`src/rtl/apb_sincos_pkg.sv`:
```
`default_nettype none
// ============================================================================
// Module : apb_sincos_pkg
// Brief  : Shared definitions for the APB sin/cos generator. This package
//          holds the register offsets, the CTRL/STATUS bit indices, the
//          compute-FSM state type, and the constant function that builds
//          the quarter-wave table.
// Rev    : 1.0  initial release
// ============================================================================
package apb_sincos_pkg;

    // Register byte offsets (PADDR[4:0])
    localparam logic [4:0] c_addr_ctrl   = 5'h00;
    localparam logic [4:0] c_addr_phase  = 5'h04;
    localparam logic [4:0] c_addr_step   = 5'h08;
    localparam logic [4:0] c_addr_sin    = 5'h0C;
    localparam logic [4:0] c_addr_cos    = 5'h10;
    localparam logic [4:0] c_addr_status = 5'h14;

    // CTRL / STATUS bit positions
    localparam int c_ctrl_auto   = 0;
    localparam int c_ctrl_irq_en = 1;
    localparam int c_status_busy = 0;
    localparam int c_status_done = 1;

    typedef enum logic [1:0] {
        IDLE   = 2'd0,
        RD_SIN = 2'd1,
        RD_COS = 2'd2,
        WB     = 2'd3
    } state_t;

    // Fixed-point helpers for the table generator (2^30 scaling)
    localparam longint c_fx_one = 64'sd1073741824;
    localparam longint c_fx_pi  = 64'sd3373259426;

    // round(full_scale * sin(k*pi/(2q))) evaluated at elaboration time with a
    // Taylor series in 64-bit fixed point. The angle never exceeds pi/2, so
    // every intermediate product stays below 2^62. The truncation error is
    // around 1e-9, which is far below one output LSB.
    function automatic longint f_rom_value(input int k, input int q, input longint full_scale);
        longint x;
        longint term;
        longint sum;
        x    = (c_fx_pi * longint'(k)) / (64'sd2 * longint'(q));
        term = x;
        sum  = x;
        for (int n = 1; n <= 8; n++) begin
            term = -((term * x) / c_fx_one);
            term = (term * x) / c_fx_one;
            term = term / longint'((2 * n) * (2 * n + 1));
            sum  = sum + term;
        end
        return (sum * full_scale + c_fx_one / 2) / c_fx_one;
    endfunction

endpackage
`default_nettype wire

```
`src/rtl/sincos_quarter_rom.sv`:
```
`default_nettype none
// ============================================================================
// Module : sincos_quarter_rom
// Brief  : Quarter-wave sine table with a one-cycle synchronous read.
//          Entry k holds round((2^(DATA_W-1)-1) * sin(k*pi/(2Q))), where
//          Q = 2^(PHASE_BITS-2) and k = 0..Q. Addresses above Q return 0.
// Ports  : clk     in   clock
//          rst_n   in   asynchronous active-low reset (clears the output)
//          i_addr  in   table index, PHASE_BITS-1 bits
//          o_data  out  registered unsigned magnitude, DATA_W bits
// Rev    : 1.0  initial release
// ============================================================================
module sincos_quarter_rom
    import apb_sincos_pkg::*;
#(
    parameter int DATA_W     = 16,
    parameter int PHASE_BITS = 6
) (
    input  logic                  clk,
    input  logic                  rst_n,
    input  logic [PHASE_BITS-2:0] i_addr,
    output logic [DATA_W-1:0]     o_data
);

    localparam int     c_q           = 1 << (PHASE_BITS - 2);
    localparam int     c_entries     = 1 << (PHASE_BITS - 1);
    localparam longint c_full_scale  = (longint'(1) << (DATA_W - 1)) - 1;

    // The table spans the full address range, so an index can never fall
    // outside it. Slots above Q are never addressed by the fold logic.
    logic [DATA_W-1:0] w_table [c_entries];

    for (genvar k = 0; k < c_entries; k++) begin : g_rom
        localparam logic [DATA_W-1:0] c_entry =
            (k <= c_q) ? DATA_W'(f_rom_value(k, c_q, c_full_scale)) : {DATA_W{1'b0}};
        assign w_table[k] = c_entry;
    end

    logic [DATA_W-1:0] r_data;

    always_ff @(posedge clk or negedge rst_n) begin
        if (!rst_n) begin
            r_data <= '0;
        end else begin
            r_data <= w_table[i_addr];
        end
    end

    assign o_data = r_data;

endmodule
`default_nettype wire

```
`src/rtl/apb_sincos_gen.sv`:
```
`default_nettype none
// ============================================================================
// Module : apb_sincos_gen
// Brief  : APB3 slave that computes signed Q1.(DATA_W-1) sin and cos of
//          phase p*2*pi/2^PHASE_BITS. It folds a quarter-wave table and runs
//          a 3-cycle compute FSM. A SIN/COS read during a compute is held
//          with wait states. Optional auto-step (NCO sweep) and a level
//          done interrupt are provided.
// Ports  : PCLK     in   clock
//          PRESETn  in   asynchronous active-low reset
//          PSEL     in   APB select
//          PENABLE  in   APB access phase
//          PWRITE   in   1 = write, 0 = read
//          PADDR    in   byte address, [4:0] decoded
//          PWDATA   in   write data
//          PRDATA   out  read data (sin/cos sign-extended)
//          PREADY   out  transfer complete (combinational)
//          PSLVERR  out  unmapped address or write to SIN/COS
//          irq      out  STATUS.DONE & CTRL.IRQ_EN
// Rev    : 1.0  initial release
// ============================================================================
module apb_sincos_gen
    import apb_sincos_pkg::*;
#(
    parameter int DATA_W     = 16,
    parameter int PHASE_BITS = 6
) (
    input  logic        PCLK,
    input  logic        PRESETn,
    input  logic        PSEL,
    input  logic        PENABLE,
    input  logic        PWRITE,
    input  logic [31:0] PADDR,
    input  logic [31:0] PWDATA,
    output logic [31:0] PRDATA,
    output logic        PREADY,
    output logic        PSLVERR,
    output logic        irq
);

    // Q as a table address and as a phase offset (quarter period)
    localparam logic [PHASE_BITS-2:0] c_q_addr  = {1'b1, {(PHASE_BITS-2){1'b0}}};
    localparam logic [PHASE_BITS-1:0] c_q_phase = {2'b01, {(PHASE_BITS-2){1'b0}}};

    state_t                r_state;
    logic [1:0]            r_ctrl;
    logic [PHASE_BITS-1:0] r_phase;
    logic [PHASE_BITS-1:0] r_step;
    logic [DATA_W-1:0]     r_sin;
    logic [DATA_W-1:0]     r_cos;
    logic [DATA_W-1:0]     r_sin_mag;
    logic                  r_done;

    logic                  w_access;
    logic                  w_busy;
    logic [4:0]            w_addr;
    logic                  w_is_ctrl, w_is_phase, w_is_step, w_is_sin, w_is_cos, w_is_status;
    logic                  w_mapped;
    logic                  w_ro_write;
    logic                  w_stall;
    logic                  w_wr_ok;
    logic                  w_rd_ok;
    logic                  w_phase_wr;
    logic                  w_auto_step;
    logic                  w_start;
    logic [PHASE_BITS-1:0] w_phase_next;
    logic [PHASE_BITS-1:0] w_cos_phase;
    logic [PHASE_BITS-1:0] w_rom_phase;
    logic [PHASE_BITS-3:0] w_idx;
    logic [PHASE_BITS-2:0] w_rom_addr;
    logic [DATA_W-1:0]     w_rom_data;
    logic [31:0]           w_rdata;
    logic                  w_unused;

    // ------------------------------------------------------------------
    // APB decode and handshake
    // ------------------------------------------------------------------
    assign w_access    = PSEL & PENABLE;
    assign w_busy      = (r_state != IDLE);
    assign w_addr      = PADDR[4:0];
    assign w_is_ctrl   = (w_addr == c_addr_ctrl);
    assign w_is_phase  = (w_addr == c_addr_phase);
    assign w_is_step   = (w_addr == c_addr_step);
    assign w_is_sin    = (w_addr == c_addr_sin);
    assign w_is_cos    = (w_addr == c_addr_cos);
    assign w_is_status = (w_addr == c_addr_status);
    assign w_mapped    = w_is_ctrl | w_is_phase | w_is_step | w_is_sin | w_is_cos | w_is_status;
    assign w_ro_write  = PWRITE & (w_is_sin | w_is_cos);

    // A result read during a compute waits until the writeback has landed.
    assign w_stall     = ~PWRITE & (w_is_sin | w_is_cos) & w_busy;
    assign PREADY      = w_access & ~w_stall;
    assign PSLVERR     = PREADY & (~w_mapped | w_ro_write);

    assign w_wr_ok     = PREADY & PWRITE & w_mapped & ~w_ro_write;
    assign w_rd_ok     = PREADY & ~PWRITE & w_mapped;

    assign w_phase_wr  = w_wr_ok & w_is_phase;
    assign w_auto_step = w_rd_ok & w_is_cos & r_ctrl[c_ctrl_auto] & ~w_busy;
    assign w_start     = w_phase_wr | w_auto_step;
    assign w_phase_next = w_phase_wr ? PWDATA[PHASE_BITS-1:0] : (r_phase + r_step);

    always_comb begin
        w_rdata = '0;
        case (w_addr)
            c_addr_ctrl:   w_rdata = 32'(r_ctrl);
            c_addr_phase:  w_rdata = 32'(r_phase);
            c_addr_step:   w_rdata = 32'(r_step);
            c_addr_sin:    w_rdata = 32'(signed'(r_sin));
            c_addr_cos:    w_rdata = 32'(signed'(r_cos));
            c_addr_status: w_rdata = 32'({r_done, w_busy});
            default:       w_rdata = '0;
        endcase
    end

    // The read mux only changes at writeback, so data stays stable during a
    // stalled read and then shows the new value when PREADY rises.
    assign PRDATA = (w_access & ~PWRITE) ? w_rdata : 32'd0;

    assign irq = r_done & r_ctrl[c_ctrl_irq_en];

    // ------------------------------------------------------------------
    // Quadrant fold: quadrants 1 and 3 mirror the table (Q - idx).
    // RD_SIN addresses sin(p); RD_COS addresses sin(p+Q) = cos(p).
    // ------------------------------------------------------------------
    assign w_cos_phase = r_phase + c_q_phase;
    assign w_rom_phase = (r_state == RD_COS) ? w_cos_phase : r_phase;
    assign w_idx       = w_rom_phase[PHASE_BITS-3:0];
    assign w_rom_addr  = w_rom_phase[PHASE_BITS-2] ? (c_q_addr - {1'b0, w_idx})
                                                   : {1'b0, w_idx};

    sincos_quarter_rom #(
        .DATA_W     (DATA_W),
        .PHASE_BITS (PHASE_BITS)
    ) u_rom (
        .clk    (PCLK),
        .rst_n  (PRESETn),
        .i_addr (w_rom_addr),
        .o_data (w_rom_data)
    );

    // ------------------------------------------------------------------
    // Registers and compute FSM
    // ------------------------------------------------------------------
    always_ff @(posedge PCLK or negedge PRESETn) begin
        if (!PRESETn) begin
            r_state   <= IDLE;
            r_ctrl    <= '0;
            r_phase   <= '0;
            r_step    <= '0;
            r_sin     <= '0;
            r_cos     <= '0;
            r_sin_mag <= '0;
            r_done    <= 1'b0;
        end else begin
            if (w_wr_ok && w_is_ctrl) begin
                r_ctrl <= PWDATA[1:0];
            end
            if (w_wr_ok && w_is_step) begin
                r_step <= PWDATA[PHASE_BITS-1:0];
            end
            if (w_start) begin
                r_phase <= w_phase_next;
            end

            // A completing writeback takes priority over a same-cycle W1C.
            if (r_state == WB && !w_start) begin
                r_done <= 1'b1;
            end else if (w_wr_ok && w_is_status && PWDATA[c_status_done]) begin
                r_done <= 1'b0;
            end

            case (r_state)
                IDLE: begin
                    r_state <= IDLE;
                end
                RD_SIN: begin
                    r_state <= RD_COS;
                end
                RD_COS: begin
                    r_sin_mag <= w_rom_data;
                    r_state   <= WB;
                end
                WB: begin
                    // A restart arriving in this cycle discards the old result.
                    if (!w_start) begin
                        r_sin <= r_phase[PHASE_BITS-1]     ? -r_sin_mag  : r_sin_mag;
                        r_cos <= w_cos_phase[PHASE_BITS-1] ? -w_rom_data : w_rom_data;
                    end
                    r_state <= IDLE;
                end
                default: begin
                    r_state <= IDLE;
                end
            endcase

            // New phase (write or auto-step) restarts the compute from scratch.
            if (w_start) begin
                r_state <= RD_SIN;
            end
        end
    end

    assign w_unused = ^{PADDR[31:5], PWDATA[31:PHASE_BITS]};

endmodule
`default_nettype wire

```
`config.mk`:
```
export PLATFORM = sky130hd
export DESIGN_NAME = apb_sincos_gen
export DESIGN_NICKNAME = d
export VERILOG_FILES = /design/src/rtl/apb_sincos_pkg.sv /design/src/rtl/sincos_quarter_rom.sv /design/src/rtl/apb_sincos_gen.sv
export SDC_FILE = /design/constraint.sdc
export NUM_CORES = 1
export LEC_CHECK = 0
export CAP_MARGIN = 20
export CORE_MARGIN = 2
export CORE_UTILIZATION = 39
export CTS_BUF_LIST = sky130_fd_sc_hd__clkbuf_8
export DETAILED_ROUTE_END_ITERATION = 10
export PLACE_DENSITY_LB_ADDON = 0.05
export SYNTH_ARGS = -nofsm -noshare
export SYNTH_HDL_FRONTEND = slang
export SYNTH_SLANG_ARGS = --single-unit
```
`constraint.sdc`:
```
create_clock -name PCLK -period 3.35 [get_ports PCLK]
set_input_delay 0.5025 -clock PCLK [delete_from_list [all_inputs] [get_ports PCLK]]
set_output_delay 0.5025 -clock PCLK [all_outputs]
set_load 0.03 [all_outputs]
```
==> results.py <==
metrics = {
    "power_and_ir_drop": {
        "power.combinational.fraction_pct": 38.8,
        "static-leakage-power_nw": 2.42,
        "power_density_mw_per_mm2": 702,
        "internal_power_w": 0.00244,
        "power.switching_w": 0.00153,
        "clock_power_share_pct": 19.9,
        "seq_power_share_pct": 41.3,
        "netSwitchingFraction_pct": 38.6,
        "vdd.ir_drop.worst_v": 0.000238,
    },
    "timing": {
        "final_period_minus_worst_setup_slack_ns": 2.96,
        "timing.final.setup_violations": 0,
        "slew_viol_final": 0,
        "maxSlewHeadroom_pct": 52.9,
        "worst_pin_slew_ns": 0.701,
        "unrepaired_setup_endpoints_after_global_routing": "no",
        "report.final.hold_viol_count": 0,
        "worst_clock_skew_ns": 0.0108,
        "setup_tns_ns": 0,
        "max_freq_mhz": 337,
        "period_share_pct": 88.5,
    },
    "drt": {
        "detail_route.iter0.violations": 227,
        "post_route_drc_violation_count": 0,
        "detail_route.wl_per_cell_um": 16.4,
        "wirelength_mm": 12.0,
        "vias": 3957,
        "drt_pass1_iterations": 5,
        "avgViaCountPerCell": 5.39,
        "post_route_ant_nets": 0,
    },
    "synthesis": {
        "main_combinational_cell_family_by_area_after_synthesis": "compound AO/OA/AOI/OAI gates",
        "syn-cell-area_mm2": 0.00491,
        "synth-adder-area-share_pct": 3.98,
        "yosys_warnings": 0,
        "synth-edff-count": 0,
        "post_synth_and_or_nand_nor_area_fraction_pct": 15.9,
        "synth.top_cells.by_area": "sky130_fd_sc_hd__dfrtp_1, sky130_fd_sc_hd__mux2_2, sky130_fd_sc_hd__o21ai_0, sky130_fd_sc_hd__nand2_1, sky130_fd_sc_hd__xor2_1",
        "synthArstFlopShare_pct": 100,
        "synth_cells": 529,
        "postSynthAreaPerCell_um2": 9.28,
        "synth.area.mux_share_pct": 7.44,
        "fraction_of_the_mapped_netlist_area_in_compound_gates_pct": 19.3,
        "yosys.area_share.xor_xnor_pct": 6.24,
        "synth_ff_type": "sky130_fd_sc_hd__dfrtp_1",
        "yosysTopAreaCellShare_pct": 40.3,
        "synth.net_count": 613,
        "synth.most_common_cell": "sky130_fd_sc_hd__dfrtp_1",
        "part_of_the_yosys_area_used_for_sequential_elements_pct": 40.3,
        "synth_common_cells": "sky130_fd_sc_hd__dfrtp_1, sky130_fd_sc_hd__nand2_1, sky130_fd_sc_hd__o21ai_0, sky130_fd_sc_hd__nor2_1, sky130_fd_sc_hd__mux2_2",
        "synth-seq-cells": 79,
        "yosysTopAreaCell": "sky130_fd_sc_hd__dfrtp_1",
        "synth.distinct_cells": 60,
    },
    "cts": {
        "clock_tree.htree_level_count": 3,
        "clk_pin_slew_ns": 0.08,
        "cts_num_sinks": 79,
        "cts_inserted_buffers": 9,
        "tritoncts_clock_tree": "yes",
        "post-cts-setup-buffer-count": 0,
        "postCtsResizedCells": 0,
        "cts-root-buf": "sky130_fd_sc_hd__clkbuf_8",
        "clock_tree.buffer_depth": 2,
        "clock_insertion_delay_worst_skew_ns": 0.37,
    },
    "critical_path": {
        "critical_path_arrival_ns": 2.46,
        "end_kind": "primary output",
        "worst-endpoint-required_ns": 2.85,
        "critical_path.max_fanout": 4,
        "start_kind": "input pin",
        "crit_type": "in2out",
    },
    "floorplan": {
        "initial_util_pct": 40.4,
        "core_mm2": 0.0122,
        "floorplan.die_area_mm2": 0.0135,
        "floorplan.die.width_um": 116,
        "design.portCount": 104,
        "rows": 40,
        "dieHeight_um": 116,
    },
    "finish": {
        "final_net_count": 646,
        "layout_fillers": 1198,
        "syn2layout_area_growth_pct": 15.2,
        "layout-drive-gt1-share_pct": 17.8,
        "final_cell_area_mm2": 0.00566,
        "diode_insertion_count_for_antenna_repair": 0,
    },
    "place": {
        "dpl-instance-area_mm2": 0.00540,
        "place_hpwl_mm": 9.00,
        "input_output_buffers": 50,
        "globalplace.congestion": 0.845,
    },
    "global_routing": {
        "grt_overflow": 0,
        "grt_max_degree": 80,
        "grt_pass1_wl_mm": 19.7,
        "grt_antenna_before_repair": 0,
        "vias_in_the_first_global_route": 3752,
        "grt_util_all_layers_pct": 19.1,
    },
    "outcome": {
        "status": "finished, final reports clean",
    },
    "worst_hold_path": {
        "hold_path_class": "reg2reg",
    },
    "flow_run": {
        "cap_violations": 0,
    },
}
==> power groups by stage <==
stage / clock (W) / combinational, W / sequential [W]
global route: 0.000855 / 0.00175 / 0.00170
detailed placement: 0 / 0.00155 / 0.00166
global placement: 0 / 0.00152 / 0.00165
finish: 0.000792 / 0.00154 / 0.00164
CTS: 0.000820 / 0.00155 / 0.00164
floorplan: 0 / 0.00123 / 0.00154
==> per-layer routing <==
metal	vias to the layer above	share of wire [%]	routed length (µm)	GRT usage, %
li1	1972	-	-	-
met1	1880	49	5950	27.7
met2	94	44	5340	29.0
met3	11	4.7	570	2.54
met4	0	1.4	164	7.06
met5	-	0	0	0
==> per-stage QoR <==
stage          utilization [%]  setup WS (ns)  cells  hold WS, ns  power (W)
2_1_floorplan                -         0.0593    529        0.207    0.00277
3_3_place_gp              44.4          0.395    717        0.466    0.00318
3_5_place_dp              44.4          0.396    717        0.470    0.00321
4_1_cts                   46.2          0.382    732        0.336    0.00401
5_1_grt                   46.5          0.248    734        0.511    0.00430
6_report                  46.5          0.385    734        0.487    0.00397
==> worst max-delay path: stages <==
cell and delay [ns]:
sky130_fd_sc_hd__clkdlybuf4s50_1 0.48, sky130_fd_sc_hd__or3b_1 0.43, sky130_fd_sc_hd__o21ai_0 0.15, sky130_fd_sc_hd__a21oi_1 0.12
sky130_fd_sc_hd__nor2b_1 0.11, sky130_fd_sc_hd__clkdlybuf4s50_1 0.67
==> area by class of cell <==
cell class,instances,area (µm²),share of cell area (%)
repair buffers,70,603,10.7
clock buffers,10,138,2.43
multi-input cells,389,2600,45.9
clock inverters,5,82.6,1.46
inverters,13,48.8,0.862
well taps,168,210,3.72
flip-flops and latches,79,1980,34.9
==> worst paths after layout <==
check	start	to	slack [ns]	depth (start not counted)
min	r_cos[6]	r_cos[6]	0.49	2
min in group asynchronous	PRESETn	r_cos[6]	0.52	2
max reg2reg	r_state[0]	u_rom.o_data[11]	0.81	7
max	PADDR[4]	PSLVERR	0.39	6
min reg2reg	r_cos[6]	r_cos[6]	0.49	2
max in group asynchronous	PRESETn	u_rom.o_data[7]	2.24	3
==> registers in the layout (all words and copies together), names as in the netlist, 2 cells and up <==
signal        cells
r_step            6
r_state           2
r_ctrl            2
r_sin_mag        15
r_sin            16
r_phase           6
r_cos            16
u_rom.o_data     15
==> logic make-up after synthesis <==
logic type,after synthesis
AND/OR/NAND/NOR,161
AO/OA/AOI/OAI,146
flip-flops,79
buffers and inverters,61
XOR/XNOR,35
multiplexers,32
adder cells (fa/ha/maj),15
==> placed cells by master, fill, tap and decap left out, types with 4 or more instances in the layout <==
cell                               n
sky130_fd_sc_hd__a31oi_1           6
sky130_fd_sc_hd__ha_1             14
sky130_fd_sc_hd__a222oi_1          6
sky130_fd_sc_hd__or3_1             6
sky130_fd_sc_hd__mux2i_1           5
sky130_fd_sc_hd__o21ai_1           7
sky130_fd_sc_hd__nor4_1            5
sky130_fd_sc_hd__and3_1            4
sky130_fd_sc_hd__a211oi_1          4
sky130_fd_sc_hd__a21oi_1          18
sky130_fd_sc_hd__o41ai_1           4
sky130_fd_sc_hd__or4_1             4
sky130_fd_sc_hd__nor3_1            9
sky130_fd_sc_hd__clkdlybuf4s50_1  17
sky130_fd_sc_hd__and2_1            4
sky130_fd_sc_hd__xnor2_1          14
sky130_fd_sc_hd__xor2_1           21
sky130_fd_sc_hd__o211ai_1          7
sky130_fd_sc_hd__nor2b_1           5
sky130_fd_sc_hd__buf_4            50
sky130_fd_sc_hd__a22oi_1          10
sky130_fd_sc_hd__mux2_2           26
sky130_fd_sc_hd__o31ai_1           7
sky130_fd_sc_hd__a221o_1           4
sky130_fd_sc_hd__a311oi_1          4
sky130_fd_sc_hd__nor2_1           36
sky130_fd_sc_hd__nand2_1          61
sky130_fd_sc_hd__clkbuf_8         10
sky130_fd_sc_hd__o21ai_0          49
sky130_fd_sc_hd__dfrtp_1          79
sky130_fd_sc_hd__inv_1            13
sky130_fd_sc_hd__nand3_1           9
==> timing repair <==
action,in CTS,in global routing
setup endpoints to repair,0,0
hold buffers,0,1
hold endpoints to repair,0,11
Power figures use the tool's default switching activity.
